### config.mk
export PLATFORM = sky130hd
export DESIGN_NAME = pipelined_adder
export DESIGN_NICKNAME = d
export VERILOG_FILES = /design/src/rtl/pipelined_adder.sv
export SDC_FILE = /design/constraint.sdc
export NUM_CORES = 1
export LEC_CHECK = 0
export ABC_AREA = 1
export ABC_CLOCK_PERIOD_IN_PS = 1600
export BUFFER_PORTS_ARGS = -buffer_cell sky130_fd_sc_hd__buf_2
export CORE_MARGIN = 2
export CORE_UTILIZATION = 54
export CTS_BUF_LIST = sky130_fd_sc_hd__clkbuf_4
export DETAILED_ROUTE_END_ITERATION = 8
export MAX_ROUTING_LAYER = met4
export PLACE_DENSITY = 0.78
export RECOVER_POWER = 50
export SYNTH_ARGS = -nofsm -noshare
export SYNTH_HDL_FRONTEND = slang
export SYNTH_SLANG_ARGS = --single-unit
### constraint.sdc
create_clock -name clk -period 1.6 [get_ports clk]
set_clock_uncertainty 0.1 [all_clocks]
set_input_delay 0.32 -clock clk [delete_from_list [all_inputs] [get_ports clk]]
set_output_delay 0.32 -clock clk [all_outputs]
set_load 0.02 [all_outputs]
### src/rtl/pipelined_adder.sv
// pipelined_adder
//   WIDTH-bit adder whose carry chain is cut into STAGES equal chunks, one
//   chunk per register stage. Operands travel down the pipe next to the
//   partial sum. A single valid/ready handshake on each side controls it, and
//   the whole pipe stalls together on back-pressure.
//
// Optional feature macro: PIPELINED_ADDER_SUB_EN
//   When defined, the block gets a 'sub' input. With sub=1 it computes
//   a - b - cin as a + ~b + !cin. When undefined, the block adds only.
//
// Ports
//   clk        rising-edge clock
//   rst_n      asynchronous active-low reset
//   in_valid   operands valid        in_ready   pipe can accept (= advance)
//   a, b       WIDTH-bit operands    cin        carry-in (borrow-in for sub)
//   sub        subtract select (only with PIPELINED_ADDER_SUB_EN)
//   out_valid  result valid          out_ready  downstream accepts
//   sum        (a+b+cin) mod 2^WIDTH
//   cout       carry out of MSB      ovf        signed overflow
module pipelined_adder #(
  parameter int WIDTH  = 16,
  parameter int STAGES = 4
) (
  input  logic             clk,
  input  logic             rst_n,
  input  logic             in_valid,
  output logic             in_ready,
  input  logic [WIDTH-1:0] a,
  input  logic [WIDTH-1:0] b,
  input  logic             cin,
`ifdef PIPELINED_ADDER_SUB_EN
  input  logic             sub,
`endif
  output logic             out_valid,
  input  logic             out_ready,
  output logic [WIDTH-1:0] sum,
  output logic             cout,
  output logic             ovf
);

  localparam int CHUNK = WIDTH / STAGES;

  if ((STAGES < 1) || (STAGES > WIDTH) || ((WIDTH % STAGES) != 0)) begin : g_param_check
    $error("pipelined_adder: WIDTH must be a multiple of STAGES and 1 <= STAGES <= WIDTH");
  end

  // Per-stage pipeline registers. Stage k holds the result chunks 0..k.
  logic             valid_q [STAGES];
  logic             valid_d [STAGES];
  logic [WIDTH-1:0] a_q     [STAGES];
  logic [WIDTH-1:0] a_d     [STAGES];
  logic [WIDTH-1:0] b_q     [STAGES];
  logic [WIDTH-1:0] b_d     [STAGES];
  logic [WIDTH-1:0] sum_q   [STAGES];
  logic [WIDTH-1:0] sum_d   [STAGES];
  logic             carry_q [STAGES];
  logic             carry_d [STAGES];
`ifdef PIPELINED_ADDER_SUB_EN
  logic             sub_q   [STAGES];
  logic             sub_d   [STAGES];
  logic             src_sub [STAGES];
`endif

  // The value feeding each stage: the ports for stage 0, else the previous stage.
  logic             src_valid [STAGES];
  logic [WIDTH-1:0] src_a     [STAGES];
  logic [WIDTH-1:0] src_b     [STAGES];
  logic [WIDTH-1:0] src_sum   [STAGES];
  logic             src_carry [STAGES];

  logic ovf_q, ovf_d;
  logic ready_en_q, ready_en_d;
  logic advance;

  // Global advance. in_ready stays low until the first edge after reset release.
  always_comb begin
    advance    = !valid_q[STAGES-1] || out_ready;
    in_ready   = advance && ready_en_q;
    ready_en_d = 1'b1;
  end

  // Route the inputs of each stage.
  always_comb begin
    src_valid[0] = in_valid && in_ready;
    src_a[0]     = a;
    src_b[0]     = b;
    src_sum[0]   = '0;
`ifdef PIPELINED_ADDER_SUB_EN
    src_sub[0]   = sub;
    // a - b - cin == a + ~b + !cin
    src_carry[0] = cin ^ sub;
`else
    src_carry[0] = cin;
`endif
    for (int k = 1; k < STAGES; k++) begin
      src_valid[k] = valid_q[k-1];
      src_a[k]     = a_q[k-1];
      src_b[k]     = b_q[k-1];
      src_sum[k]   = sum_q[k-1];
      src_carry[k] = carry_q[k-1];
`ifdef PIPELINED_ADDER_SUB_EN
      src_sub[k]   = sub_q[k-1];
`endif
    end
  end

  // Chunk adders. On advance, every stage loads from its source. Otherwise it holds.
  always_comb begin
    logic [CHUNK-1:0] b_chunk;
    logic [CHUNK:0]   chunk_sum;
    logic             b_msb;
    b_chunk   = '0;
    chunk_sum = '0;
    b_msb     = 1'b0;
    for (int k = 0; k < STAGES; k++) begin
      valid_d[k] = valid_q[k];
      a_d[k]     = a_q[k];
      b_d[k]     = b_q[k];
      sum_d[k]   = sum_q[k];
      carry_d[k] = carry_q[k];
`ifdef PIPELINED_ADDER_SUB_EN
      sub_d[k]   = sub_q[k];
`endif
      if (advance) begin
        b_chunk = src_b[k][k*CHUNK +: CHUNK];
`ifdef PIPELINED_ADDER_SUB_EN
        b_chunk  = b_chunk ^ {CHUNK{src_sub[k]}};
        sub_d[k] = src_sub[k];
`endif
        chunk_sum = {1'b0, src_a[k][k*CHUNK +: CHUNK]} + {1'b0, b_chunk}
                  + {{CHUNK{1'b0}}, src_carry[k]};
        valid_d[k] = src_valid[k];
        a_d[k]     = src_a[k];
        b_d[k]     = src_b[k];
        sum_d[k]   = src_sum[k];
        sum_d[k][k*CHUNK +: CHUNK] = chunk_sum[CHUNK-1:0];
        carry_d[k] = chunk_sum[CHUNK];
      end else begin
        valid_d[k] = valid_q[k];
      end
    end

    // Overflow for the last stage only. The carry into the MSB is recovered
    // as a ^ b ^ sum at that bit.
`ifdef PIPELINED_ADDER_SUB_EN
    b_msb = src_b[STAGES-1][WIDTH-1] ^ src_sub[STAGES-1];
`else
    b_msb = src_b[STAGES-1][WIDTH-1];
`endif
    if (advance) begin
      ovf_d = src_a[STAGES-1][WIDTH-1] ^ b_msb ^ sum_d[STAGES-1][WIDTH-1]
            ^ carry_d[STAGES-1];
    end else begin
      ovf_d = ovf_q;
    end
  end

  // Pipeline state registers.
  always_ff @(posedge clk or negedge rst_n) begin
    if (!rst_n) begin
      for (int k = 0; k < STAGES; k++) begin
        valid_q[k] <= 1'b0;
        a_q[k]     <= '0;
        b_q[k]     <= '0;
        sum_q[k]   <= '0;
        carry_q[k] <= 1'b0;
`ifdef PIPELINED_ADDER_SUB_EN
        sub_q[k]   <= 1'b0;
`endif
      end
      ovf_q      <= 1'b0;
      ready_en_q <= 1'b0;
    end else begin
      for (int k = 0; k < STAGES; k++) begin
        valid_q[k] <= valid_d[k];
        a_q[k]     <= a_d[k];
        b_q[k]     <= b_d[k];
        sum_q[k]   <= sum_d[k];
        carry_q[k] <= carry_d[k];
`ifdef PIPELINED_ADDER_SUB_EN
        sub_q[k]   <= sub_d[k];
`endif
      end
      ovf_q      <= ovf_d;
      ready_en_q <= ready_en_d;
    end
  end

  assign out_valid = valid_q[STAGES-1];
  assign sum       = sum_q[STAGES-1];
  assign cout      = carry_q[STAGES-1];
  assign ovf       = ovf_q;

endmodule
# == After elaboration in Yosys (flattened, before gate mapping) ==
# Index checks and enable logic that the tools add are counted.
# word_totals
mem_count,0
word_cells,38
out_inout_bits,20
mem_bits_rw,0
latchBits,0
rom_bits,0
regBits,146
input_bits,37
# op_classes
n_lt_le_gt_ge,0
div_mod_pow,0
n_reduce_logical,4
n_addsub,8
n_mux,2
shifts,0
n_mul,0
n_bitwise,3
n_eq_ne,0
# ops
cell,n
adder 4 x 4 -> 5 bit,4
adder 5 x 1 -> 5 bit,4
2-to-1 mux 16 bit,1
XOR 1 bit,3
logical AND 1 bit,2
logical NOT 1 bit,1
logical OR 1 bit,1
2-to-1 mux 1 bit,1

# == Depth between registers and ports, before layout ==
# Gate-level depths: netlist of run 1.
# logic_depth
depth_word,5
mapped_depth,9
mapped_depth_nobuf,9

# == Least setup slack after synthesis of run 1 ==
# No wires, ideal clock.
# synth_timing
path_type,flip-flop to flip-flop
startpoint,reg a_q[28] (netlist name)
endpoint,"reg ovf_q, in the netlist ovf"
path_slack_ns,-0.195
synth_period_minus_slack_ns,1.795
required_ns,1.383
stages_incl_launch_ff,9
t_arrival_ns,1.577
n_path_buf,0
setup_ns,0.117
path_cell_list,dfrtp_1 > fa_1 > fa_1 > nand2_1 > nand2_1 > nand2_1 > nand3_1 > nand3_1 > nand2_1
# synth_via
elab_chain_cells,5
elab_cells_between_ends,6
classes_between,2 x add/sub; 2 x mux; 2 x bitwise
# synth_lines
element,line_no,text
start: declaration,50,logic [WIDTH-1:0] a_q [STAGES];
start signal: indexed assignment,176,a_q[k] <= a_d[k];
adder 4 x 4 -> 5 bit *,130,"chunk_sum = {1'b0, src_a[k][k*CHUNK +: CHUNK]} + {1'b0, b_chunk}"
adder 5 x 1 -> 5 bit *,131,"+ {{CHUNK{1'b0}}, src_carry[k]};"
2-to-1 mux 16 bit,124,if (advance) begin
XOR 1 bit,151,ovf_d = src_a[STAGES-1][WIDTH-1] ^ b_msb ^ sum_d[STAGES-1][WIDTH-1]
XOR 1 bit *,152,^ carry_d[STAGES-1];
end signal: assignment,184,ovf_q <= ovf_d;
end: declaration,71,"logic ovf_q, ovf_d;"
# Mark *: on every way between the ends. The rest lies on a longest branch, timed or not.
# A chain may end at the register's enable or synchronous reset.

# == Worst setup path after layout of run 1 ==
# Ends and elaborated chain as after synthesis.

==> results of run 1 <==
## layer usage
layer  part of all wire, %  vias to the layer above  global-route usage [%]
met4                   1.4                        0                    6.86
met5                     0                        -                       -
met3                   4.8                       11                    3.01
met1                    46                     1494                    26.4
li1                      -                     1604                       -
met2                    48                       71                    32.1
## state kept, by name, indices dropped and copies added (netlist names)
name / cells
b_q: 24
src_valid: 3
out_valid: 1
cout: 1
carry_q: 3
ovf: 1
a_q: 24
sum: 16
src_sum: 24
ready_en_q: 1
## cell type report
| type | count | area (µm²) | area share [%] |
|---|---|---|---|
| sequential | 98 | 2450 | 47.6 |
| inverter | 35 | 136 | 2.65 |
| clock inverter | 5 | 81.3 | 1.58 |
| timing repair buffer | 98 | 689 | 13.4 |
| clock buffer | 9 | 67.6 | 1.31 |
| tap | 102 | 128 | 2.48 |
| multi-input combinational | 310 | 1600 | 31.0 |
## cell families after synthesis
logic type / count (synthesis) / share of synthesized area, %
AO/OA/AOI/OAI: 51 / 6.20
adder cells (fa/ha/maj): 20 / 7.29
flip-flops: 98 / 57.6
XOR/XNOR: 1 / 0.206
AND/OR/NAND/NOR: 237 / 22.2
other: 1 / 0.0881
buffers and inverters: 55 / 6.35
## synthesized netlist by cell type
| master | number | area [µm²] |
|---|---|---|
| nand2_1 | 203 | 762 |
| dfrtp_1 | 98 | 2450 |
| o21ai_0 | 35 | 175 |
| inv_1 | 33 | 124 |
| buf_2 | 13 | 65.1 |
| ha_1 | 12 | 150 |
| nand3_1 | 11 | 55.1 |
| nand2_2 | 10 | 62.6 |
| nor2_1 | 9 | 33.8 |
| fa_1 | 8 | 160 |
| a21oi_1 | 7 | 35.0 |
| o21ai_1 | 6 | 30.0 |
| buf_6 | 4 | 45.0 |
| nand3b_1 | 2 | 15.0 |
| a22o_1 | 1 | 8.76 |
| buf_4 | 1 | 7.51 |
| buf_8 | 1 | 15.0 |
| clkbuf_1 | 1 | 3.75 |
| conb_1 | 1 | 3.75 |
| inv_2 | 1 | 3.75 |
| inv_4 | 1 | 6.26 |
| nand2_4 | 1 | 11.3 |
| o21a_1 | 1 | 7.51 |
| o31ai_1 | 1 | 7.51 |
| or2_2 | 1 | 6.26 |
| xor2_1 | 1 | 8.76 |
## worst min-delay path, cell delays in order
cell	delay, ns
buf_2	0.08
nand2_1	0.05
nand2_1	0.05
## worst max-delay path by stage
stage / startpoint / endpoint / slack (ns) / cells past startpoint
after floorplan: a_q[28]$_DFFE_PN0N_ / ovf$_DFFE_PN0N_ / -0.1 / 8
after global placement: a_q[28]$_DFFE_PN0N_ / ovf$_DFFE_PN0N_ / -0.14 / 8
after detailed placement: a_q[28]$_DFFE_PN0N_ / ovf$_DFFE_PN0N_ / -0.18 / 8
after CTS: carry_q[1]$_DFFE_PN0N_ / ovf$_DFFE_PN0N_ / -0.21 / 9
after global routing: a_q[28]$_DFFE_PN0N_ / ovf$_DFFE_PN0N_ / -0.39 / 8
final: a_q[28]$_DFFE_PN0N_ / ovf$_DFFE_PN0N_ / -0.29 / 8
## report_power, final
part | total, mW | internal (mW) | switching [mW]
registers | 4.07 | 3.50 | 0.572
logic | 3.85 | 1.57 | 2.28
clock network | 1.37 | 0.618 | 0.756
## stage by stage
stage | instances | worst slack, ns | util [%] | setup TNS (ns) | hold slack, ns
floorplan | 463 | -0.0987 | - | -0.214 | -0.0756
global placement | 610 | -0.144 | 60.9 | -0.708 | 0.172
detailed placement | 610 | -0.185 | 60.9 | -1.06 | 0.174
CTS | 652 | -0.208 | 66.6 | -0.889 | 0.000568
global route | 657 | -0.385 | 67.0 | -3.12 | 0.0208
finish | 657 | -0.293 | 67.0 | -1.21 | 0.0240
## repair_timing
item,4_1_cts,5_1_grt
pin swaps,7,8
hold buffers,23,1
setup endpoints to repair,11,12
gates resized for setup,7,19
hold endpoints to repair,46,1
gates cloned,0,0
buffers inserted,5,4
==> results.json, run 1 <==
{
  "globalplace.congestion": 0.878,
  "rsz0062_at_grt": "yes",
  "cp_max_fo": 2,
  "cp.required_ns": 1.82,
  "fin_nets": 609,
  "numCtsBuffers": 9,
  "reg2regPathDepth": 8,
  "drc": 0,
  "dr.pass1.iters": 4,
  "synthesis.nets": 520,
  "ys_warn_count": 0,
  "crit_slowest_cell": "dfrtp_1",
  "crit_top_cell": "nand2_2",
  "die_h_um": 92.8,
  "hold_class": "primary input to register",
  "p_leak_nw": 2.73,
  "hold_path_end": "a_q[52]$_DFFE_PN0N_",
  "syn_to_final_growth_pct": 21.1,
  "cap_violations": 0,
  "clk_pin_slew_ns": 0.14,
  "hold_path_startpoint": "a[4]",
  "dpl_cell_area_mm2": 0.00468,
  "r2r_end": "ovf$_DFFE_PN0N_",
  "hold_path_depth": 3,
  "grt_pass1_vias": 3135,
  "layout_common_cells": "nand2_1, dfrtp_1, buf_2",
  "cts_tree": "done",
  "layout_commonest_cell": "nand2_1",
  "fin_area_mm2": 0.00515,
  "ant_nets": 0,
  "cts_max_level": 3,
  "grt-ovfl-total": 0,
  "synth_area_per_cell_um2": 9.19,
  "powerDensity_mw_per_mm2": 1800,
  "ys_types": 26,
  "io_pins": 57,
  "crit_path_start_kind": "register",
  "vias": 3180,
  "rows": 32,
  "synth.cell_area_mm2": 0.00426,
  "dieArea_mm2": 0.00861,
  "relSlewSlack_pct": 57.5,
  "critical_path_class": "register to register",
  "antenna_found_initial": 0,
  "peakVddDrop_mv": 0.656,
  "die_w_um": 92.8,
  "wl_per_cell_um": 12.1,
  "drv_slew": 0,
  "grt_usage_pct": 20.0,
  "route.final.wire_length_mm": 7.94,
  "hold_violations": 0,
  "fillers": 630,
  "finalCritPeriodShare_pct": 118,
  "dpl.hpwl_mm": 5.24,
  "clk_latency_ns": 0.41,
  "coreArea_mm2": 0.00769,
  "drive_above_1_share_pct": 22.7,
  "critical_path_buf_inv_count": 0,
  "fmax_mhz": 528,
  "ys_seq_area_share_pct": 57.6,
  "r2r-start": "a_q[28]$_DFFE_PN0N_",
  "outcome": "finished, violations left",
  "start_util_pct": 55.4,
  "tightest_slew_ns": 0.638,
  "clock-sinks": 98,
  "ys_ff_latch": 98,
  "syn-instance-count": 463,
  "cts-root-buf": "clkbuf_4",
  "reg2reg_slack_ns": -0.29,
  "grt_first_pass_wirelength_mm": 13.5,
  "crit_family": "adder cells",
  "diodes": 0,
  "cp-end-kind": "register",
  "setup_slack_ns": -0.293,
  "io_buffers": 56,
  "worstPathArrival_ns": 2.12,
  "grt_max_degree": 55,
  "finalSetupViolCount": 9,
  "period_needed_ns": 1.89,
  "worstPathCellList": "fa_2 -> fa_2 -> nand2_2 -> nand2_2 -> nand2_2 -> nand3_1 -> nand3_2 -> nand2_1",
  "clk_path_buf_depth": 2,
  "power.total_mw": 9.29,
  "dr.first_iter.drc_count": 157,
  "via_per_inst": 4.84,
  "critical-path-max-stage-delay_ns": 0.43,
  "failed_checks": "setup timing"
}
Power figures use the tool's default switching activity.
==> run 2, diff against run 1 <==
- CORE_ASPECT_RATIO: default -> 0.75
==> run 2 against run 1 <==
- the flow still finishes with violations (setup timing)
- clock-buffer cell count rose by 1
- core utilization rose by 0.78 points
- combinational power decreased by 5.7%
- critical path depth is the same
- maximum frequency rose by 5.3%
- largest power group unchanged
==> results.json, run 2 (synthesis results as in run 1) <==
{
  "outcome": "finished, violations left",
  "failed_checks": "setup timing",
  "setup_slack_ns": -0.198,
  "powerDensity_mw_per_mm2": 1770,
  "grt-ovfl-total": 0,
  "finalSetupViolCount": 9,
  "tightest_slew_ns": 0.841,
  "power.total_mw": 9.01,
  "layout_commonest_cell": "nand2_1",
  "worstPathCellList": "fa_2 -> fa_2 -> nand2_2 -> nand2_2 -> nand2_2 -> nand3_1 -> nand3_1 -> nand2_1",
  "die_h_um": 80.9,
  "fin_nets": 600,
  "p_leak_nw": 2.67,
  "cts_max_level": 3,
  "period_needed_ns": 1.80,
  "wl_met1_mm": 3.67,
  "fmax_mhz": 556,
  "crit_path_start_kind": "register",
  "dpl.hpwl_mm": 4.83,
  "relSlewSlack_pct": 44.0,
  "crit_slowest_cell": "dfrtp_1",
  "io_pins": 57,
  "worstPathArrival_ns": 2.04,
  "cp_max_fo": 2,
  "numCtsBuffers": 9,
  "crit_top_cell": "nand2_2",
  "coreArea_mm2": 0.00750,
  "grt_max_degree": 99,
  "diodes": 0,
  "clk_path_buf_depth": 2,
  "drive_above_1_share_pct": 20.1,
  "cts-root-buf": "clkbuf_4",
  "layout_common_cells": "nand2_1, dfrtp_1, buf_2",
  "globalplace.congestion": 0.798,
  "placed_cells": 604,
  "critical-path-max-stage-delay_ns": 0.43,
  "cts_tree": "done",
  "grt_first_pass_wirelength_mm": 13.2,
  "critical_path_class": "register to register",
  "ant_nets": 0,
  "antenna_found_initial": 0,
  "via_per_inst": 4.80,
  "vias": 3115,
  "rsz0062_at_grt": "yes",
  "peakVddDrop_mv": 0.779,
  "clk_pin_slew_ns": 0.15,
  "hold_path_depth": 4,
  "drc": 0,
  "io_buffers": 56,
  "cap_violations": 0,
  "route.final.wire_length_mm": 7.68,
  "cp-end-kind": "register",
  "clk_latency_ns": 0.43,
  "wl_met3_um": 253,
  "reg2regPathDepth": 8,
  "dieArea_mm2": 0.00861,
  "layout.cells.non_filler": 649,
  "die_w_um": 107,
  "hold_violations": 0,
  "finalCritPeriodShare_pct": 112,
  "dr.first_iter.drc_count": 145,
  "grt_pass1_vias": 3030,
  "syn_to_final_growth_pct": 19.5,
  "hold_class": "primary input to register",
  "met2_wirelength_mm": 3.69,
  "cp.required_ns": 1.84,
  "dr.pass1.iters": 4,
  "highest_layer": "met4",
  "wl_per_cell_um": 11.8,
  "start_util_pct": 56.7,
  "drv_slew": 0,
  "clock-sinks": 98,
  "grt_usage_pct": 19.9,
  "rows": 27
}
## run 2: path summary, 6_finish.rpt
kind	startpoint	to	slack, ns
worst min register to register	src_valid[0]$_DFFE_PN0N_	out_valid$_DFFE_PN0N_	0.38
worst min-delay path	cin	src_sum[32]$_DFFE_PN0N_	0.23
min in group asynchronous	rst_n	sum[3]$_DFFE_PN0N_	0.51
max in group asynchronous	rst_n	carry_q[2]$_DFFE_PN0N_	0.33
worst max register to register	a_q[28]$_DFFE_PN0N_	ovf$_DFFE_PN0N_	-0.20
worst max-delay path	a_q[28]$_DFFE_PN0N_	ovf$_DFFE_PN0N_	-0.20
## run 2: critical path: cells and delay by family (launching register included)
family	cells	cell delay (ns)
AND/OR/NAND/NOR	6	0.40
flip-flops	1	0.43
adder cells (fa/ha/maj)	2	0.78
## run 2: per-stage QoR
| step | util, % | area, µm² | TNS [ns] | worst slack [ns] | hold WS, ns |
|---|---|---|---|---|---|
| after floorplan | - | 4270 | -0.214 | -0.0987 | -0.0756 |
| after global placement | 61.4 | 4610 | -0.769 | -0.156 | 0.313 |
| after detailed placement | 61.4 | 4610 | -1.14 | -0.172 | 0.316 |
| after CTS | 67.4 | 5050 | -0.764 | -0.191 | 0.00305 |
| after global routing | 67.8 | 5090 | -1.81 | -0.267 | 0.239 |
| final | 67.8 | 5090 | -0.864 | -0.198 | 0.227 |
## run 2: report_power, final
part,switching (mW),leakage (nW),internal (mW)
clock,0.791,0.0690,0.497
combinational,2.18,1.42,1.45
sequential,0.591,1.18,3.50
total,3.56,2.67,5.45
## run 2: cell type report
class	instances	area [µm²]
timing repair buffer	89	641
clock inverter	6	66.3
tap	101	126
fill	617	2410
sequential	98	2450
multi-input combinational	310	1590
inverter	35	136
clock buffer	10	75.1
## run 2: repair_timing
item | CTS | global route
gates resized for setup | 14 | 10
gates cloned | 0 | 0
setup buffers | 3 | 0
pin swaps | 5 | 5
endpoints found under the setup margin | 11 | 13
hold buffers | 25 | 1
endpoints found under the hold margin | 122 | 1
## run 2: layer usage
layer  global-route usage [%]  vias up
met2                     33.4       48
met4                     4.68        0
met5                        -        -
met1                     25.5     1474
met3                     4.09        7
li1                         -     1586
==> run 3, diff against run 2 <==
- MAX_ROUTING_LAYER: met4 -> default
==> run 3 against run 2 <==
- critical path depth did not move
- core utilization did not move
- the flow still finishes with violations (setup timing)
- combinational power barely moved
==> results.json, run 3 (synthesis results as in run 1) <==
{
  "grt_pass1_vias": 3031,
  "crit_path_start_kind": "register",
  "drv_slew": 0,
  "failed_checks": "setup timing",
  "clk_path_buf_depth": 2,
  "layout_commonest_cell": "nand2_1",
  "hold_path_startpoint": "cin",
  "cts-root-buf": "clkbuf_4",
  "die_h_um": 80.9,
  "r2r-start": "a_q[28]$_DFFE_PN0N_",
  "powerDensity_mw_per_mm2": 1770,
  "rsz0062_at_grt": "yes",
  "cp.required_ns": 1.84,
  "vias": 3110,
  "grt_usage_pct": 19.3,
  "peakVddDrop_mv": 0.779,
  "numCtsBuffers": 9,
  "grt-ovfl-total": 0,
  "dieArea_mm2": 0.00861,
  "grt_first_pass_wirelength_mm": 13.2,
  "grt_max_degree": 99,
  "fin_nets": 600,
  "io_pins": 57,
  "diodes": 0,
  "coreArea_mm2": 0.00750,
  "dpl_cell_area_mm2": 0.00461,
  "io_buffers": 56,
  "dpl.hpwl_mm": 4.83,
  "die_w_um": 107,
  "clk_latency_ns": 0.43,
  "relSlewSlack_pct": 44.0,
  "power.total_mw": 9.01,
  "antenna_found_initial": 0,
  "hold_path_depth": 4,
  "hold_violations": 0,
  "drive_above_1_share_pct": 20.1,
  "cts_max_level": 3,
  "tightest_slew_ns": 0.840,
  "globalplace.congestion": 0.787,
  "via_per_inst": 4.79,
  "outcome": "finished, violations left",
  "finalCritPeriodShare_pct": 112,
  "cp-end-kind": "register",
  "start_util_pct": 56.7,
  "rows": 27,
  "cp_max_fo": 2,
  "fmax_mhz": 557,
  "route.final.wire_length_mm": 7.66,
  "dr.first_iter.drc_count": 139,
  "ant_nets": 0,
  "critical_path_class": "register to register",
  "cts_tree": "done",
  "finalSetupTns_ns": -0.840,
  "fin_area_mm2": 0.00509,
  "dr.pass1.iters": 5,
  "reg2reg_slack_ns": -0.19,
  "period_needed_ns": 1.79,
  "p_leak_nw": 2.67,
  "fin_hold_ws_ns": 0.227,
  "setup_slack_ns": -0.195,
  "finalSetupViolCount": 9,
  "layout_common_cells": "nand2_1, dfrtp_1, buf_2",
  "syn_to_final_growth_pct": 19.5,
  "clock-sinks": 98,
  "r2r_end": "ovf$_DFFE_PN0N_",
  "fillers": 617,
  "worstPathArrival_ns": 2.04,
  "clk_pin_slew_ns": 0.15,
  "hold_path_end": "src_sum[32]$_DFFE_PN0N_",
  "wl_per_cell_um": 11.8,
  "hold_class": "primary input to register",
  "cap_violations": 0,
  "reg2regPathDepth": 8,
  "drc": 0
}
==> run 3: cell counts in the layout (fill, tap and decap cells not counted) <==
Identical to the previous run, type by type.
==> run 3: stage by stage <==
stage / utilization [%] / setup slack [ns] / cells
CTS: 67.4 / -0.191 / 648
global placement: 61.4 / -0.156 / 604
finish: 67.8 / -0.195 / 649
detailed placement: 61.4 / -0.172 / 604
global route: 67.8 / -0.267 / 649
floorplan: - / -0.0987 / 463
==> run 3: final cells by class <==
cell class | instances | area (µm²) | share of cell area [%]
clock buffer | 10 | 75.1 | 1.48
multi-input combinational | 310 | 1590 | 31.2
timing repair buffer | 89 | 641 | 12.6
inverter | 35 | 136 | 2.68
tap | 101 | 126 | 2.48
clock inverter | 6 | 66.3 | 1.30
sequential | 98 | 2450 | 48.2
==> run 3: how the worst max path moves through the flow <==
stage                                    from         endpoint  cells past startpoint
after floorplan           a_q[28]$_DFFE_PN0N_  ovf$_DFFE_PN0N_                      8
after global placement    a_q[28]$_DFFE_PN0N_  ovf$_DFFE_PN0N_                      8
after detailed placement  a_q[28]$_DFFE_PN0N_  ovf$_DFFE_PN0N_                      8
after CTS                 a_q[28]$_DFFE_PN0N_  ovf$_DFFE_PN0N_                      8
after global routing      a_q[28]$_DFFE_PN0N_  ovf$_DFFE_PN0N_                      9
final                     a_q[28]$_DFFE_PN0N_  ovf$_DFFE_PN0N_                      8
==> run 3: timing repair <==
action                                 CTS  global route
hold buffers                            25             1
setup endpoints to repair               11            13
pin swaps                                5             5
resized for setup                       14            10
gates cloned                             0             0
endpoints found under the hold margin  122             1
buffers inserted                         3             0
==> run 3: critical path, cell delays in order, from the launching register on <==
cell and delay (ns):
dfrtp_1 0.43, fa_2 0.41, fa_2 0.37, nand2_2 0.08, nand2_2 0.05, nand2_2 0.06
nand3_1 0.07, nand3_1 0.09, nand2_1 0.05
==> run 3: routing by layer <==
metal / routed length [µm] / global-route usage [%] / up-vias
li1: - / - / 1586
met1: 3650 / 25.5 / 1463
met2: 3650 / 33.4 / 52
met3: 277 / 4.09 / 9
met4: 86 / 4.68 / 0
met5: 0 / 0 / -
==> run 3: power breakdown <==
| group | internal, mW | switching (mW) |
|---|---|---|
| registers | 3.50 | 0.590 |
| clock network | 0.497 | 0.787 |
| logic | 1.46 | 2.18 |
